## src/rtl/imem_loader.sv

```systemverilog
// Instruction-memory loader: accepts a framed byte stream (length, payload, XOR checksum),
// writes the payload from byte address 0 and holds the CPU in reset until a verified load.
module imem_loader #(
    parameter int unsigned MEM_BYTES = 36
) (
    input  logic        clk,
    input  logic        reset,
    input  logic        start,
    input  logic [7:0]  rx_data,
    input  logic        rx_valid,
    output logic        rx_ready,
    output logic        mem_we,
    output logic [31:0] mem_addr,
    output logic [7:0]  mem_wdata,
    output logic        cpu_reset,
    output logic        done,
    output logic        error,
    output logic [15:0] words_loaded
);

    typedef enum logic [2:0] {
        S_IDLE,
        S_LEN_HI,
        S_LEN_LO,
        S_DATA,
        S_CSUM,
        S_DONE,
        S_ERR
    } state_t;

    state_t      state_q;
    logic [7:0]  len_hi_q;
    logic [7:0]  csum_q;
    logic [31:0] cnt_q;
    logic [31:0] last_q;
    logic        mem_we_q;
    logic [31:0] mem_addr_q;
    logic [7:0]  mem_wdata_q;
    logic        cpu_reset_q;
    logic        done_q;
    logic        error_q;
    logic [15:0] words_q;

    logic        accept;
    logic [31:0] len_bytes_d;

    always_comb begin
        rx_ready = (state_q == S_LEN_HI) || (state_q == S_LEN_LO) ||
                   (state_q == S_DATA)   || (state_q == S_CSUM);
    end

    assign accept = rx_valid && rx_ready;

    // Byte count 4*N held in 32 bits so an oversize length is never truncated.
    assign len_bytes_d = {14'b0, len_hi_q, rx_data, 2'b00};

    always_ff @(posedge clk) begin
        if (!reset) begin
            state_q     <= S_IDLE;
            len_hi_q    <= '0;
            csum_q      <= '0;
            cnt_q       <= '0;
            last_q      <= '0;
            mem_we_q    <= 1'b0;
            mem_addr_q  <= '0;
            mem_wdata_q <= '0;
            cpu_reset_q <= 1'b0;
            done_q      <= 1'b0;
            error_q     <= 1'b0;
            words_q     <= '0;
        end else begin
            mem_we_q <= 1'b0;
            case (state_q)
                S_IDLE, S_DONE, S_ERR: begin
                    if (start) begin
                        state_q     <= S_LEN_HI;
                        done_q      <= 1'b0;
                        error_q     <= 1'b0;
                        words_q     <= '0;
                        cnt_q       <= '0;
                        csum_q      <= '0;
                        cpu_reset_q <= 1'b0;
                    end
                end
                S_LEN_HI: begin
                    if (accept) begin
                        len_hi_q <= rx_data;
                        state_q  <= S_LEN_LO;
                    end
                end
                S_LEN_LO: begin
                    if (accept) begin
                        last_q <= len_bytes_d - 32'd1;
                        if (len_bytes_d > MEM_BYTES) begin
                            state_q <= S_ERR;
                            error_q <= 1'b1;
                        end else if (len_bytes_d == '0) begin
                            state_q <= S_CSUM;
                        end else begin
                            state_q <= S_DATA;
                        end
                    end
                end
                S_DATA: begin
                    if (accept) begin
                        mem_we_q    <= 1'b1;
                        mem_addr_q  <= cnt_q;
                        mem_wdata_q <= rx_data;
                        csum_q      <= csum_q ^ rx_data;
                        cnt_q       <= cnt_q + 32'd1;
                        if (cnt_q[1:0] == 2'd3) begin
                            words_q <= words_q + 16'd1;
                        end
                        if (cnt_q == last_q) begin
                            state_q <= S_CSUM;
                        end
                    end
                end
                S_CSUM: begin
                    if (accept) begin
                        if (rx_data == csum_q) begin
                            state_q     <= S_DONE;
                            done_q      <= 1'b1;
                            cpu_reset_q <= 1'b1;
                        end else begin
                            state_q <= S_ERR;
                            error_q <= 1'b1;
                        end
                    end
                end
                default: state_q <= S_IDLE;
            endcase
        end
    end

    assign mem_we       = mem_we_q;
    assign mem_addr     = mem_addr_q;
    assign mem_wdata    = mem_wdata_q;
    assign cpu_reset    = cpu_reset_q;
    assign done         = done_q;
    assign error        = error_q;
    assign words_loaded = words_q;

endmodule

```

## config.mk

```make
export PLATFORM = sky130hd
export DESIGN_NAME = imem_loader
export DESIGN_NICKNAME = d
export VERILOG_FILES = /design/src/rtl/imem_loader.sv
export SDC_FILE = /design/constraint.sdc
export NUM_CORES = 1
export LEC_CHECK = 0
export BUFFER_PORTS_ARGS = -buffer_cell sky130_fd_sc_hd__buf_2
export CORE_MARGIN = 2
export CORE_UTILIZATION = 50
export CTS_CLUSTER_DIAMETER = 100
export DETAILED_ROUTE_END_ITERATION = 12
export HOLD_SLACK_MARGIN = 0.06
export PLACE_DENSITY_LB_ADDON = 0.25
export SLEW_MARGIN = 10
export SYNTH_ARGS = -nofsm -noshare
export SYNTH_HDL_FRONTEND = slang
export SYNTH_SLANG_ARGS = --single-unit
export TNS_END_PERCENT = 30
```

## constraint.sdc

```tcl
create_clock -name clk -period 2.3 [get_ports clk]
set_clock_uncertainty 0.2 [all_clocks]
set_input_delay 0.345 -clock clk [delete_from_list [all_inputs] [get_ports clk]]
set_output_delay 0.345 -clock clk [all_outputs]
set_load 0.03 [all_outputs]
```

# [After elaboration in Yosys (flattened, before gate mapping)]
# Cells that the tools add are included.
[totals] latchBits=0 romBits=0 ramBits=0 memories=0 regBits=142
[classes] magnitude_cmp=1 div_mod_pow=0 addsub=3 eq_ne=19 n_mul=0 reduce_logical=19 n_bitwise=1 muxes=30 shift=0
[op_table] operator="$mux 32" n=2
[op_table] operator="$pmux 32 s2" n=1
[op_table] operator="$mux 16" n=3
[op_table] operator="$add 32x1->32 const B" n=1
[op_table] operator="$eq 32x32->1" n=1
[op_table] operator="$logic_not 32->1" n=1
[op_table] operator="$pmux 16 s2" n=1
[op_table] operator="$mux 3" n=8
[op_table] operator="$sub 18x1->19 const B" n=1
[op_table] operator="$gt 18x6->1 const B" n=1
[op_table] operator="$add 16x1->16 const B" n=1
[op_table] operator="$mux 8" n=2
[op_table] operator="$pmux 8 s2" n=1
[op_table] operator="$pmux 3 s5" n=1
[op_table] operator="$ne 2x2->1 const B" n=6
[op_table] operator="$reduce_and 6->1" n=2
[op_table] operator="$eq 3x3->1 const B" n=3
[op_table] operator="$eq 8x8->1" n=1
[op_table] operator="$mux 1" n=8
[op_table] operator="$ne 2x1->1 const B" n=4
[op_table] operator="$reduce_and 2->1" n=4
[op_table] operator="$reduce_and 4->1" n=2
[op_table] operator="$xor 8x8->8" n=1
[op_table] operator="$eq 3x2->1 const B" n=2
[op_table] operator="other kinds (12)" n=15

# [Logic depth before layout (Yosys ltp)]
[depth] ltp_word=7 ltp_mapped=9 ltp_nobuf=7

# [Least setup slack after synthesis]
# OpenSTA, ideal clock, no wires.
[synth_path] path_type="input to register" start="input rx_data[0]" end="register state_q[1]" path_buffers=1 arrival_ps=1892 required_ps=1962 path_slack_ps=70 cell_stages=7 setup_ps=138 cell_sequence="inv_1 ha_1 or3b_2 clkbuf_1 or4_4 a21oi_1 a41oi_1"
[synth_between] elab_chain_len=5 word_cells_on_any_way=9 classes_between="order compare (1); eq/ne (1); mux (6); reduce/logical (1)"
[synth_rtl] item="start: declaration" line_no="9" source="input logic [7:0] rx_data,"
[synth_rtl] item="parallel branches: the longest is 4 deep, another holds $gt 18x6->1"
[synth_rtl] item="$pmux 3 s5 (*)" line_no="73" source="case (state_q)"
[synth_rtl] item="end signal: assignment" line_no="76" source="state_q <= S_LEN_HI;"
[synth_rtl] item="end signal: assignment" line_no="95" source="state_q <= S_ERR;"
[synth_rtl] item="end signal: assignment" line_no="98" source="state_q <= S_CSUM;"
[synth_rtl] item="end: declaration" line_no="31" source="state_t state_q;"
# Every way passes the cells marked *. The select of a mux whose other input is x is not followed.
# A chain may end at the register's enable or synchronous reset.

# [Final worst setup path]
[layout_path] start="register state_q[1]" end="register cnt_q[11]"
[layout_between] elab_chain_len=7 word_cells_on_any_way=17 classes_between="eq/ne (8); mux (1); reduce/logical (8)"
[layout_rtl] item="start signal: assignment" line_no="59" source="state_q <= S_IDLE;"
[layout_rtl] item="start signal: assignment" line_no="76"
[layout_rtl] item="start signal: assignment" line_no="88" source="state_q <= S_LEN_LO;"
[layout_rtl] item="$eq 3x1->1 / $eq 3x2->1 (equally long branches)" line_no="48" source="rx_ready = (state_q == S_LEN_HI) || (state_q == S_LEN_LO) ||"
[layout_rtl] item="$logic_or 1x1->1 (2 in a row)" line_no="48"
[layout_rtl] item="$logic_or 1x1->1" line_no="49" source="(state_q == S_DATA) || (state_q == S_CSUM);"
[layout_rtl] item="$logic_and 1x1->1" line_no="52" source="assign accept = rx_valid && rx_ready;"
[layout_rtl] item="$ne 2x2->1 (no line)"
[layout_rtl] item="$reduce_and 3->1 (no line)"
[layout_rtl] item="end signal: assignment" line_no="110" source="cnt_q <= cnt_q + 32'd1;"
[layout_rtl] item="end: declaration" line_no="34" source="logic [31:0] cnt_q;"
# Parallel ways exist; a longest one is shown, timed or not.

==> reports/results.txt <==
Final wirelength -> 16,100 µm
Sink count of the clock tree -> 128
Number of global-route vias before repair -> 5,456
Share of the yosys chip area belonging to registers -> 0.410
IO Pins -> 73
Worst hold margin -> 75.5 ps
Worst reg-to-reg setup slack -> 150 ps
GRT Overall Usage -> 0.249
Ys flop type -> sky130_fd_sc_hd__dfxtp_1
Number of distinct library cells after synthesis -> 62
Detailed Routing Iterations Pass 1 -> 5
Final max-slew violation count -> 0
Count of endpoints failing hold in the final timing report -> 0
Largest net degree at the start of global routing -> 38
Unrepaired setup endpoints after global routing -> no
Critical-path top delay cell -> sky130_fd_sc_hd__dfxtp_1
Reported net switching power -> 2.19 mW
Average instance area after synthesis -> 8.07 µm²
Total placed instance area -> 7010 µm²
M1 wire length -> 6880 µm
Critical register-to-register path startpoint -> state_q[1]
Clk network pwr share -> 0.389
Power share of the sequential group -> 0.354
Fraction of power consumed by combinational cells -> 0.257
Worst flop-to-flop path endpoint -> cnt_q[11]
Initial DRC Count -> 301
Top Metal Used -> met4
Core Area -> 12,100 µm²
Number of register bits inferred by synthesis -> 128
Clock tree from TritonCTS -> built
CTS root buf -> sky130_fd_sc_hd__clkbuf_16
Vias after detailed routing -> 5,892
Layout overhead on the synthesized area -> 22.2%
Y dimension of the die -> 116 µm
Origin of the worst min-delay path -> rx_data[2]
Cell type group with the largest total delay on the critical path -> simple AND/OR/NAND/NOR gates
Path type of the worst min-delay path -> primary input to register
Cell taking the most area after synthesis -> sky130_fd_sc_hd__dfxtp_1
Biggest fanout along the worst timing path -> 19
Commonest non-fill, non-tap cell in the layout -> sky130_fd_sc_hd__nand2_1
Number of cells on the worst reg-to-reg path -> 7
Critical path type -> register to register
DR vias/cell -> 5.65
GP Congestion -> 0.883
Number of inserted diodes -> 0
EDFF count, synth -> 0
Leading cell types by total area after synthesis -> sky130_fd_sc_hd__dfxtp_1 (41%), sky130_fd_sc_hd__nand2_1 (8.3%), sky130_fd_sc_hd__a21oi_1 (7.4%)
Critical path cell sequence -> nor2b_1 -> and3_1 -> buf_4 -> a21o_1 -> buf_4 -> nand4_1 -> mux2i_1
Gr ovfl total -> 0
Netlist area before placement -> 6260 µm²
Half-perimeter wire length of the detailed placement result -> 11,600 µm
Worst endpoint data arrival time -> 2250 ps
Worst-path clk slew -> 50 ps
Startpoint type of the worst setup path -> register
Fraction of power spent switching nets -> 0.309
Net count after synthesis -> 791
Fin nets -> 878
Max-cap violation count -> 0
Highest attainable clock frequency -> 465 MHz
Initial antenna violation count -> 0
Most numerous cell on the critical path -> sky130_fd_sc_hd__buf_4
Die Footprint -> 13,400 µm²
Required time of the worst setup path -> 2400 ps
Worst setup EP type -> register
Max incr delay on CP -> 390 ps
Synth async-reset ratio -> 0
Met3 WL post-DR -> 786 µm
Clock insertion delay at the later pin of the skew report -> 420 ps
Ratio of total power to cell area -> 929 nW/µm²
Final setup vio count -> 0
Cell internal power dissipation -> 4.91 mW
Count of warnings emitted by yosys -> 0
Peak supply drop -> 0.000566 V
Cell total after placement -> 1,009
First-pass GRT wire length -> 26,400 µm
Portion of synthesized cell area occupied by the leading cell type -> 0.410
Min Clock Period, post-route -> 2150 ps
Cell depth of the worst min-delay path -> 3
Run status -> finished clean
Buffers & Inverters on Critical Path -> 2
Most frequent cells in the layout -> sky130_fd_sc_hd__nand2_1 (139), sky130_fd_sc_hd__dfxtp_1 (128), sky130_fd_sc_hd__a21oi_1 (92)
Relative slew slack -> 0.678
Initial core utilization -> 0.517
Routed length on met2 -> 8090 µm
Per-cell routed wire length -> 15.4 µm
Number of input and output port buffers inserted -> 72
Total number of cells along the worst setup path -> 7
Non-filler instance count after layout -> 1,043
Layout cell share with drive strength beyond 1 -> 0.198
Hold endpoint -> len_hi_q[2]
Inserted Clock Buffers -> 17
# H-tree levels -> 4
Maximum clock path buffer count -> 2
Final critical-path share of the clock period -> 0.934
Row count -> 40
Pleak -> 2.91 nW
Syn Inst Count -> 775
X dimension of the die -> 116 µm
Remaining number of nets flagged by the antenna check after routing -> 0
Slew @ Worst Pin -> 482 ps
Total Neg Setup Slack -> 0 ps
Residual DRC count -> 0
Final design area excluding fillers -> 7650 µm²
## synthesized netlist by cell type (all sizes together) (12+ instances only)
library cell    n
nand2b         19
or4            22
nand4          19
o31ai          17
inv            18
a21oi          94
nor2           40
nand2         139
o21ai          25
mux2i          18
or3            18
nor3           12
buf            17
xnor2          30
dfxtp         128
clkbuf         40
nand3          21
## state kept, by name, summed over array words and instances (netlist names), 3 cells and up
signal and cells:
mem_addr 32, mem_wdata 8, words_loaded 16, state_q 3, cnt_q 32, len_hi_q 8
csum_q 8, last_q 18
## timing repair
action / in CTS / in global routing
setup endpoints to repair: 0 / 3
hold buffers: 2 / 0
setup buffers: 0 / 0
hold endpoints to repair: 6 / 0
gates resized for setup: 0 / 2
## final cells by class
cell class	count	area [µm²]
fillers	1105	4460
multi-input cells	572	3380
flip-flops and latches	128	2560
repair buffers	125	813
clock buffers	22	484
well taps	168	210
clock inverters	10	133
inverters	18	67.6
## power by group through the flow
stage / logic, mW / registers, mW / clock network (mW)
global placement: 1.76 / 2.55 / 0
detailed placement: 1.81 / 2.56 / 0
global route: 2.01 / 2.54 / 2.92
CTS: 1.82 / 2.52 / 2.81
finish: 1.82 / 2.52 / 2.76
floorplan: 1.23 / 2.59 / 0
## worst min-delay path: stages
cell and delay [ps]:
sky130_fd_sc_hd__buf_2 160, sky130_fd_sc_hd__nand2_1 80, sky130_fd_sc_hd__a21oi_1 60
## cell families (layout without fill, tap and decap cells)
kind of cell               after synthesis  count (layout)  share of synthesized area
and+or+nand+nor                        329             329                      0.264
AOI/OAI and AO/OA                      177             177                      0.174
DFF                                    128             128                      0.410
buffers and inverters                   75             175                     0.0510
xor gates and xnor gates                40              40                     0.0560
muxes                                   22              22                     0.0366
adders and majority gates                4               4                    0.00800
## worst max path at each step
| stage | start | end | slack (ps) |
|---|---|---|---|
| 3_3_place_gp | rx_data[0] | last_q[16] | 80 |
| 2_1_floorplan | rx_data[0] | state_q[1] | 70 |
| 5_1_grt | state_q[1] | cnt_q[24] | 20 |
| 3_5_place_dp | rx_data[0] | last_q[16] | 30 |
| 4_1_cts | cnt_q[4] | cnt_q[23] | 140 |
| 6_report | state_q[1] | cnt_q[11] | 150 |
## metrics by stage
stage,power (mW),worst slack (ps),utilization
after floorplan,3.82,69.8,-
after global placement,4.32,77.3,0.579
after detailed placement,4.37,26.9,0.579
after CTS,7.15,138,0.631
after global routing,7.47,18.2,0.631
final,7.11,151,0.631
## routing by layer
layer | track usage | up-vias
met2 | 0.432 | 144
li1 | - | 2923
met3 | 0.0591 | 31
met4 | 0.0905 | 0
met1 | 0.301 | 2794
met5 | 0 | -
No activity file was read; power rests on OpenSTA's default activity.
